$ cat config.mk
export PLATFORM = sky130hd
export DESIGN_NAME = a_multicycle_control
export DESIGN_NICKNAME = d
export VERILOG_FILES = /design/src/rtl/a_ctrl_pkg.sv /design/src/rtl/a_multicycle_control_dec.sv /design/src/rtl/a_multicycle_control.sv
export SDC_FILE = /design/constraint.sdc
export NUM_CORES = 1
export LEC_CHECK = 0
export ABC_AREA = 0
export CORE_UTILIZATION = 53
export DETAILED_ROUTE_END_ITERATION = 12
export PLACE_DENSITY = 0.91
export SLEW_MARGIN = 5
export SYNTH_ARGS = -nofsm -noshare
export SYNTH_HDL_FRONTEND = slang
export SYNTH_SLANG_ARGS = --single-unit
$ cat constraint.sdc
create_clock -name clk -period 5.7 [get_ports clk]
set_clock_uncertainty 0.15 [all_clocks]
set_input_delay 0.57 -clock clk [delete_from_list [all_inputs] [get_ports clk]]
set_output_delay 0.57 -clock clk [all_outputs]
set_load 0.01 [all_outputs]
$ cat src/rtl/a_ctrl_pkg.sv
// Shared opcodes, ALU mode codes, FSM state encoding and the decoder result
// record for the multi-cycle control unit.
package a_ctrl_pkg;

    localparam logic [5:0] OP_RTYPE = 6'b000000;
    localparam logic [5:0] OP_LW    = 6'b100011;
    localparam logic [5:0] OP_SW    = 6'b101011;
    localparam logic [5:0] OP_ADDI  = 6'b001000;
    localparam logic [5:0] OP_ANDI  = 6'b001100;
    localparam logic [5:0] OP_ORI   = 6'b001101;

    localparam logic [1:0] ALU_FUNCT = 2'd0;
    localparam logic [1:0] ALU_ADD   = 2'd1;
    localparam logic [1:0] ALU_AND   = 2'd2;
    localparam logic [1:0] ALU_OR    = 2'd3;

    typedef enum logic [2:0] {
        S_FETCH  = 3'd0,
        S_DECODE = 3'd1,
        S_EXEC   = 3'd2,
        S_MEM    = 3'd3,
        S_WB     = 3'd4
    } state_t;

    typedef struct packed {
        logic       legal;
        logic       is_load;
        logic       is_store;
        logic [1:0] alu_mode;
        logic       imm_sel;
        logic       bank_we;
    } dec_t;

endpackage

$ cat src/rtl/a_multicycle_control_dec.sv
// Pure combinational opcode decoder; the FSM decides in which state each
// decoded field is allowed to reach the datapath.
module a_op_decoder
    import a_ctrl_pkg::*;
#(
    parameter int OP_W = 6
) (
    input  logic [OP_W-1:0] op_i,
    output dec_t            dec_o
);

    always_comb begin
        dec_o = '0;
        if (op_i == OP_W'(OP_RTYPE)) begin
            dec_o.legal    = 1'b1;
            dec_o.alu_mode = ALU_FUNCT;
            dec_o.bank_we  = 1'b1;
        end else if (op_i == OP_W'(OP_LW)) begin
            dec_o.legal    = 1'b1;
            dec_o.is_load  = 1'b1;
            dec_o.alu_mode = ALU_ADD;
            dec_o.imm_sel  = 1'b1;
            dec_o.bank_we  = 1'b1;
        end else if (op_i == OP_W'(OP_SW)) begin
            dec_o.legal    = 1'b1;
            dec_o.is_store = 1'b1;
            dec_o.alu_mode = ALU_ADD;
            dec_o.imm_sel  = 1'b1;
        end else if (op_i == OP_W'(OP_ADDI)) begin
            dec_o.legal    = 1'b1;
            dec_o.alu_mode = ALU_ADD;
            dec_o.imm_sel  = 1'b1;
            dec_o.bank_we  = 1'b1;
        end else if (op_i == OP_W'(OP_ANDI)) begin
            dec_o.legal    = 1'b1;
            dec_o.alu_mode = ALU_AND;
            dec_o.imm_sel  = 1'b1;
            dec_o.bank_we  = 1'b1;
        end else if (op_i == OP_W'(OP_ORI)) begin
            dec_o.legal    = 1'b1;
            dec_o.alu_mode = ALU_OR;
            dec_o.imm_sel  = 1'b1;
            dec_o.bank_we  = 1'b1;
        end
    end

endmodule

$ cat src/rtl/a_multicycle_control.sv
// Multi-cycle instruction sequencer: FETCH/DECODE/EXEC/MEM/WB with a memory
// acknowledge timeout, illegal-opcode detection and retired/error counters.
// Handshake: an opcode transfers on a rising edge where ins_valid && ins_ready;
// ins_ready is high only in FETCH and ins_valid may be held across instructions.
module a_multicycle_control
    import a_ctrl_pkg::*;
#(
    parameter int OP_W    = 6,
    parameter int ALUOP_W = 2,
    parameter int TIMEOUT = 16,
    parameter int CNT_W   = 16
) (
    input  logic               clk,
    input  logic               rst_n,
    input  logic [OP_W-1:0]    oper_in,
    input  logic               ins_valid,
    output logic               ins_ready,
    input  logic               mem_ack,
    output logic               w_e_banco,
    output logic               w_e_memo,
    output logic               r_e_memo,
    output logic [ALUOP_W-1:0] habilitador,
    output logic               signal_MUX_F,
    output logic               MUX_INS,
    output logic               MUX_D_A,
    output logic               busy,
    output logic               illegal_op,
    output logic               mem_timeout,
    output logic [CNT_W-1:0]   retired,
    output logic [CNT_W-1:0]   err_count,
    output state_t             state_o
);

    localparam int TW = $clog2(TIMEOUT + 1);

    state_t           state_q, state_d;
    logic [OP_W-1:0]  op_q, op_d;
    logic [TW-1:0]    tcnt_q, tcnt_d;
    logic [CNT_W-1:0] retired_q, err_q;
    logic             retire_inc, err_inc, ready_c;
    dec_t             dec;

    a_op_decoder #(.OP_W(OP_W)) u_dec (
        .op_i  (op_q),
        .dec_o (dec)
    );

    always_ff @(posedge clk or negedge rst_n) begin
        if (!rst_n) begin
            state_q   <= S_FETCH;
            op_q      <= '0;
            tcnt_q    <= '0;
            retired_q <= '0;
            err_q     <= '0;
        end else begin
            state_q <= state_d;
            op_q    <= op_d;
            tcnt_q  <= tcnt_d;
            if (retire_inc) retired_q <= retired_q + 1'b1;
            if (err_inc && err_q != '1) err_q <= err_q + 1'b1;
        end
    end

    always_comb begin
        state_d      = state_q;
        op_d         = op_q;
        tcnt_d       = tcnt_q;
        retire_inc   = 1'b0;
        err_inc      = 1'b0;
        ready_c      = 1'b0;
        w_e_banco    = 1'b0;
        w_e_memo     = 1'b0;
        r_e_memo     = 1'b0;
        habilitador  = '0;
        signal_MUX_F = 1'b0;
        MUX_INS      = 1'b0;
        MUX_D_A      = 1'b0;
        illegal_op   = 1'b0;
        mem_timeout  = 1'b0;
        unique case (state_q)
            S_FETCH: begin
                ready_c = 1'b1;
                if (ins_valid) begin
                    op_d    = oper_in;
                    state_d = S_DECODE;
                end
            end
            S_DECODE: begin
                if (dec.legal) begin
                    state_d = S_EXEC;
                end else begin
                    illegal_op = 1'b1;
                    err_inc    = 1'b1;
                    state_d    = S_FETCH;
                end
            end
            S_EXEC: begin
                habilitador = ALUOP_W'(dec.alu_mode);
                MUX_INS     = dec.imm_sel;
                MUX_D_A     = dec.is_store;
                state_d     = (dec.is_load || dec.is_store) ? S_MEM : S_WB;
            end
            S_MEM: begin
                habilitador = ALUOP_W'(dec.alu_mode);
                MUX_INS     = dec.imm_sel;
                MUX_D_A     = dec.is_store;
                r_e_memo    = dec.is_load;
                w_e_memo    = dec.is_store;
                tcnt_d      = tcnt_q + 1'b1;
                // An ack in the last allowed cycle still wins over the timeout.
                if (mem_ack) begin
                    tcnt_d = '0;
                    if (dec.is_load) begin
                        state_d = S_WB;
                    end else begin
                        retire_inc = 1'b1;
                        state_d    = S_FETCH;
                    end
                end else if (tcnt_q == TW'(TIMEOUT - 1)) begin
                    tcnt_d      = '0;
                    mem_timeout = 1'b1;
                    err_inc     = 1'b1;
                    state_d     = S_FETCH;
                end
            end
            S_WB: begin
                w_e_banco    = dec.bank_we;
                signal_MUX_F = dec.is_load;
                retire_inc   = 1'b1;
                state_d      = S_FETCH;
            end
            default: state_d = S_FETCH;
        endcase
    end

    assign ins_ready = ready_c & rst_n;
    assign busy      = (state_q != S_FETCH);
    assign retired   = retired_q;
    assign err_count = err_q;
    assign state_o   = state_q;

endmodule
==> results of run 1 <==
-- state kept, by name (all words and copies together) (netlist names) --
signal	count
retired	16
err_count	16
op_q	6
state_o	3
tcnt_q	5
-- synthesized netlist by cell type (2+ instances only) --
cell	number	share of area, %
clkbuf_1	3	0.47
and4_1	2	0.73
o21ai_0	4	0.83
and3_1	8	2.1
nand2_1	19	3.0
nand3_1	12	2.5
xnor2_1	21	7.6
nor2_1	13	2.0
a31oi_1	2	0.52
nor4_1	2	0.52
inv_1	7	1.1
a21oi_1	3	0.62
buf_6	2	0.93
or3_1	3	0.78
nand2b_1	2	0.52
nand4_1	12	3.1
o21a_1	3	0.93
nor2b_1	5	1.3
nand3_2	5	2.1
nor3b_1	3	0.93
and2_1	5	1.3
nor3_1	5	1.0
ha_1	3	1.6
mux2_2	9	4.2
xor2_1	7	2.5
dfrtp_1	46	48
-- layout make-up --
cell class | instances | area, um^2 | share of cell area (%)
clock buffers | 6 | 82.6 | 2.64
repair buffers | 56 | 556 | 17.8
well taps | 52 | 65.1 | 2.08
flip-flops and latches | 46 | 1150 | 36.8
multi-input cells | 168 | 1180 | 37.9
inverters | 7 | 26.3 | 0.841
clock inverters | 2 | 60.1 | 1.92
-- cells by family after synthesis --
group                    Yosys count  share of synthesized area, %
flip-flops                        46                          47.8
AO/OA/AOI/OAI                     19                          5.66
buffers and inverters             14                          3.01
adder cells (fa/ha/maj)            3                          1.56
multiplexers                      11                          5.09
AND/OR/NAND/NOR                  107                          26.7
XOR/XNOR                          28                          10.2
-- power by group through the flow --
stage	clock network (uW)	logic (uW)	registers (uW)
3_3_place_gp	0	359	502
6_report	297	372	503
4_1_cts	302	376	500
5_1_grt	320	409	520
3_5_place_dp	0	373	506
2_1_floorplan	0	243	488
-- worst register-to-register path: cells and delay by family, from the launching register on --
kind	cells	cell delay, ns
mux	1	0.34
fa+ha+maj	1	0.26
flops	1	0.42
simple gates	4	1.07
-- per-layer routing --
| metal | track usage [%] | vias to the layer above | wire length, um |
|---|---|---|---|
| met3 | 6.54 | 7 | 196 |
| met1 | 29.5 | 925 | 2210 |
| met5 | 0 | - | 0 |
| li1 | - | 913 | - |
| met2 | 36.8 | 38 | 2500 |
| met4 | 8.39 | 0 | 63 |
-- per-stage QoR --
step	total power, uW	utilization, %	hold WS (ns)	cell area [um^2]
finish	1170	71.8	0.268	3130
global route	1250	71.8	0.357	3130
CTS	1180	71.8	0.313	3130
detailed placement	879	68.5	0.323	2980
global placement	861	68.5	0.314	2980
floorplan	731	-	0.124	2410
-- worst max-delay path by stage --
stage,to,start,slack (ns)
after CTS,habilitador[0],op_q[2],2.66
final,habilitador[0],op_q[2],2.67
after global placement,ins_ready,rst_n,2.84
after global routing,habilitador[0],op_q[2],2.48
after floorplan,habilitador[0],op_q[5],3.47
after detailed placement,ins_ready,rst_n,2.82
==> reports/metrics.yaml, run 1 <==
vdd.ir_drop.worst_mv: 0.268
portBuffers: 56
crit_path_start_kind: "flop"
grt_max_degree: 48
min_path_type: "primary input to asynchronous set/reset pin"
max-cap-violations: 0
pre_cts_slack_ns: 2.82
cellPowerDensity_nw_per_um2: 375
yosysWarnings: 0
rsz0062_at_grt: "false"
combPwrFrac_pct: 31.8
finalWorstSetupSlack_ns: 2.67
area_growth_pct: 29.8
yosysUniqueCellTypes: 48
finalHoldViolCount: 0
end_kind: "output port"
place.gp.congestion: 0.886
ant_nets: 0
synth.net_count: 241
ys_async_sr_fraction_pct: 100
fin_crit_ns: 3.03
reg2reg_from: "tcnt_q[0]"
final_cell_mix: "55 x clkdlybuf4s50_1, 46 x dfrtp_1, 21 x xnor2_1, 19 x nand2_1, 13 x nor2_1"
htree_levels: 2
placedCellCount: 329
grt_pass1_vias: 1847
cts_tree: "yes"
avgSynthCellArea_um2: 10.6
tns_ns: 0
routed_wl_um: 4970
die-height_um: 69.4
synth_top_flop_cell: "dfrtp_1"
drt_iter0_markers: 140
dieWidth_um: 69.4
clockPowerShare_pct: 25.3
yosysSeqAreaShare_pct: 47.8
fin_nets: 297
worstPathArrival_ns: 2.31
drc_errors: 0
r2r_cells: 6
max_stage_delay_ns: 0.52
path_clk_slew_ns: 0.09
final_common_cell: "clkdlybuf4s50_1"
slew-limit-headroom_pct: 34.3
wl_per_cell_um: 14.8
first_pass_iters: 4
ctsResizeCount: 0
pwr-share-seq_pct: 42.9
grt_usage_pct: 22.9
crit_path_max_fanout: 8
clk_latency_ns: 0.30
cts_buffer_depth: 2
ys_ff_latch: 46
cpLargestDelayFamily: "simple AND/OR/NAND/NOR gates"
num_io_pins: 57
worstPathCellList: "nand4b_2 > nor2_1 > a21oi_1 > nor3_1 > o21a_1 > clkdlybuf4s50_1"
numCtsBuffers: 5
critPathKind: "flop to output port"
reg2reg_slack_ns: 3.35
finalCritPeriodShare_pct: 53.2
vias_per_cell: 5.59
p_int_uw: 780
p_leak_uw: 0.00131
worstMarginPinSlew_ns: 0.985
crit_required_ns: 4.98
ctsHoldBuffers: 0
syn-cell-area_um2: 2410
crit_buf_inv: 1
swShare_pct: 33.5
antenna_found_initial: 0
crit_slowest_cell: "clkdlybuf4s50_1"
start_util_pct: 55.3
root_buffer: "clkbuf_8"
grt_pass1_wl_um: 8640
worstReg2RegEnd: "err_count[15]"
max_freq_mhz: 330
row_count: 24
core_area_um2: 4350
overflow: 0
num_vias: 1883
outcome: "completed"
post_cts_buffers: 0
synth_edf_count: 0
maxSlewViolCount: 0
diodes: 0
dieArea_um2: 4820
synthCells: 228
instances_no_fill: 337
cts_sinks: 46
fillers: 304
finalSetupViolCount: 0
drive_gt1_share_pct: 10.9
p_switching_uw: 392
cp_num_cells: 6
dp_hpwl_um: 3550
No activity file was read; power rests on OpenSTA's default activity.
==> run 2, diff against run 1 <==
--- a/config.mk
+++ b/config.mk
@@ -6,9 +6,9 @@
 export NUM_CORES = 1
 export LEC_CHECK = 0
 export ABC_AREA = 0
-export CORE_UTILIZATION = 53
+export CORE_UTILIZATION = 45
 export DETAILED_ROUTE_END_ITERATION = 12
-export PLACE_DENSITY = 0.91
+export PLACE_DENSITY = 0.83
 export SLEW_MARGIN = 5
 export SYNTH_ARGS = -nofsm -noshare
 export SYNTH_HDL_FRONTEND = slang
==> constraint.sdc (replaced) <==
create_clock -name clk -period 2.5 [get_ports clk]
set_clock_uncertainty 0.15 [all_clocks]
set_input_delay 0.25 -clock clk [delete_from_list [all_inputs] [get_ports clk]]
set_output_delay 0.25 -clock clk [all_outputs]
set_load 0.01 [all_outputs]
==> run 2 against run 1 <==
Via count increased by 0.42%. Critical path depth shrank 1. Die area is 17% higher. Largest power group unchanged. Critical endpoint is now habilitador[1]. Largest cell class unchanged.
==> reports/metrics.yaml, run 2 (synthesized netlist as in run 1, its figures left out) <==
crit_required_ns: 2.10
cp_num_cells: 5
cpLargestDelayFamily: "buffers and inverters"
place.gp.congestion: 0.907
critical_path.startpoint: "op_q[5]"
p_int_uw: 1590
end_kind: "output port"
vdd.ir_drop.worst_mv: 0.687
path_clk_slew_ns: 0.08
place_area_um2: 3050
cts_tree: "yes"
clk_latency_ns: 0.29
max_stage_delay_ns: 0.53
grt_max_degree: 47
cts_sinks: 46
reg2reg_from: "tcnt_q[0]"
worstReg2RegEnd: "err_count[1]"
r2r_cells: 6
maxSlewViolCount: 0
root_buffer: "clkbuf_8"
worstMarginPinSlew_ns: 0.566
crit_buf_inv: 2
instances_no_fill: 362
ant_nets: 0
numCtsBuffers: 5
final_common_cell: "clkdlybuf4s50_1"
antenna_found_initial: 0
max_freq_mhz: 411
clockPowerShare_pct: 17.0
num_io_pins: 57
min_path_type: "flop to flop"
routed_wl_um: 5030
worstPathCellList: "or2_1 > nor3b_2 > buf_4 > and3_1 > clkdlybuf4s50_1"
cellPowerDensity_nw_per_um2: 784
crit_slowest_cell: "clkdlybuf4s50_1"
p_leak_uw: 0.00139
start_util_pct: 46.9
finalCritPeriodShare_pct: 97.4
drt_iter0_markers: 79
finalHoldViolCount: 0
critPathKind: "flop to output port"
fin_nets: 305
dieWidth_um: 75.2
p_switching_uw: 905
finalWorstSetupSlack_ns: 0.0662
fin_crit_ns: 2.43
drive_gt1_share_pct: 14.0
diodes: 0
outcome: "completed"
vias_per_cell: 5.22
grt_pass1_wl_um: 8230
crit_path_start_kind: "flop"
combPwrFrac_pct: 37.2
finalSetupViolCount: 0
grt_pass1_vias: 1839
reg2reg_slack_ns: 0.35
htree_levels: 2
num_vias: 1891
grt_usage_pct: 19.0
final_cell_mix: "51 x clkdlybuf4s50_1, 46 x dfrtp_1, 21 x xnor2_1, 19 x nand2_1"
dp_hpwl_um: 3660
row_count: 26
slew-limit-headroom_pct: 62.3
portBuffers: 56
max-cap-violations: 0
fillers: 474
crit_path_max_fanout: 3
overflow: 0
area_growth_pct: 31.9
finish.instance_area_um2: 3180
fin_total_pwr_uw: 2490
crit_end: "habilitador[1]"
wl_per_cell_um: 13.9
swShare_pct: 36.3
drc_errors: 0
placedCellCount: 353
worstPathArrival_ns: 2.03
die-height_um: 75.2
first_pass_iters: 4
cts_buffer_depth: 2
dieArea_um2: 5650
pwr-share-seq_pct: 45.8
pre_cts_slack_ns: 0.167
core_area_um2: 5140
final_core_util_pct: 61.8
[run 2: changes by cell type in the layout (fill, tap and decap cells not counted), sizes merged]
cell	delta
buf	+7
clkdlybuf4s50	-4
dlymetal6s2s	+3
bufinv	-2
clkinv	+2
clkbuf	-1
dlygate4sd2	+1
dlygate4sd3	+1
[run 2: worst reg2reg max path, cell delays in order, from the launching register on]
cell	delay [ns]
dfrtp_1	0.42
ha_1	0.25
and4b_1	0.20
and3_4	0.18
nand3b_2	0.32
nand2_1	0.18
mux2_1	0.33
[run 2: routing by layer]
| metal | track usage, % | routed length [um] | vias to the layer above |
|---|---|---|---|
| met5 | 0 | 0 | - |
| met3 | 3.75 | 142 | 8 |
| met4 | 5.35 | 59 | 0 |
| met2 | 32.7 | 2550 | 38 |
| met1 | 24.3 | 2280 | 915 |
| li1 | - | - | 930 |
[run 2: repair_timing]
item | in CTS | in global routing
endpoints found under the setup margin | 4 | 6
resized for setup | 4 | 5
setup buffers | 0 | 1
hold buffers | 1 | 0
endpoints found under the hold margin | 46 | 0
pin swaps | 1 | 2
[run 2: cell type report]
type / count / area (um^2) / share of cell area, %
multi-input combinational: 168 / 1210 / 38.1
timing repair buffer: 64 / 624 / 19.6
sequential: 46 / 1150 / 36.2
tap: 70 / 87.6 / 2.76
clock buffer: 5 / 68.8 / 2.17
clock inverter: 2 / 10.0 / 0.315
inverter: 7 / 26.3 / 0.827
[run 2: worst min path at each step]
stage / start / end / slack, ns / depth (start not counted)
6_report: retired[15] / retired[15] / 0.33 / 1
5_1_grt: retired[15] / retired[15] / 0.36 / 1
3_5_place_dp: rst_n / retired[1] / 0.25 / 2
2_1_floorplan: rst_n / err_count[0] / -0.20 / 0
4_1_cts: retired[15] / retired[15] / 0.33 / 1
3_3_place_gp: rst_n / retired[1] / 0.25 / 2
[run 2: per-stage QoR]
stage	hold slack [ns]	TNS, ns
after CTS	0.333	0
final	0.332	0
after floorplan	-0.196	0
after global placement	0.251	0
after detailed placement	0.250	0
after global routing	0.355	-0.00843
[run 2: power by group through the flow]
stage,Clock (uW),Combinational [uW],Sequential (uW)
global route,461,1020,1180
floorplan,0,553,1110
finish,423,926,1140
global placement,0,885,1130
detailed placement,0,911,1140
CTS,434,919,1130
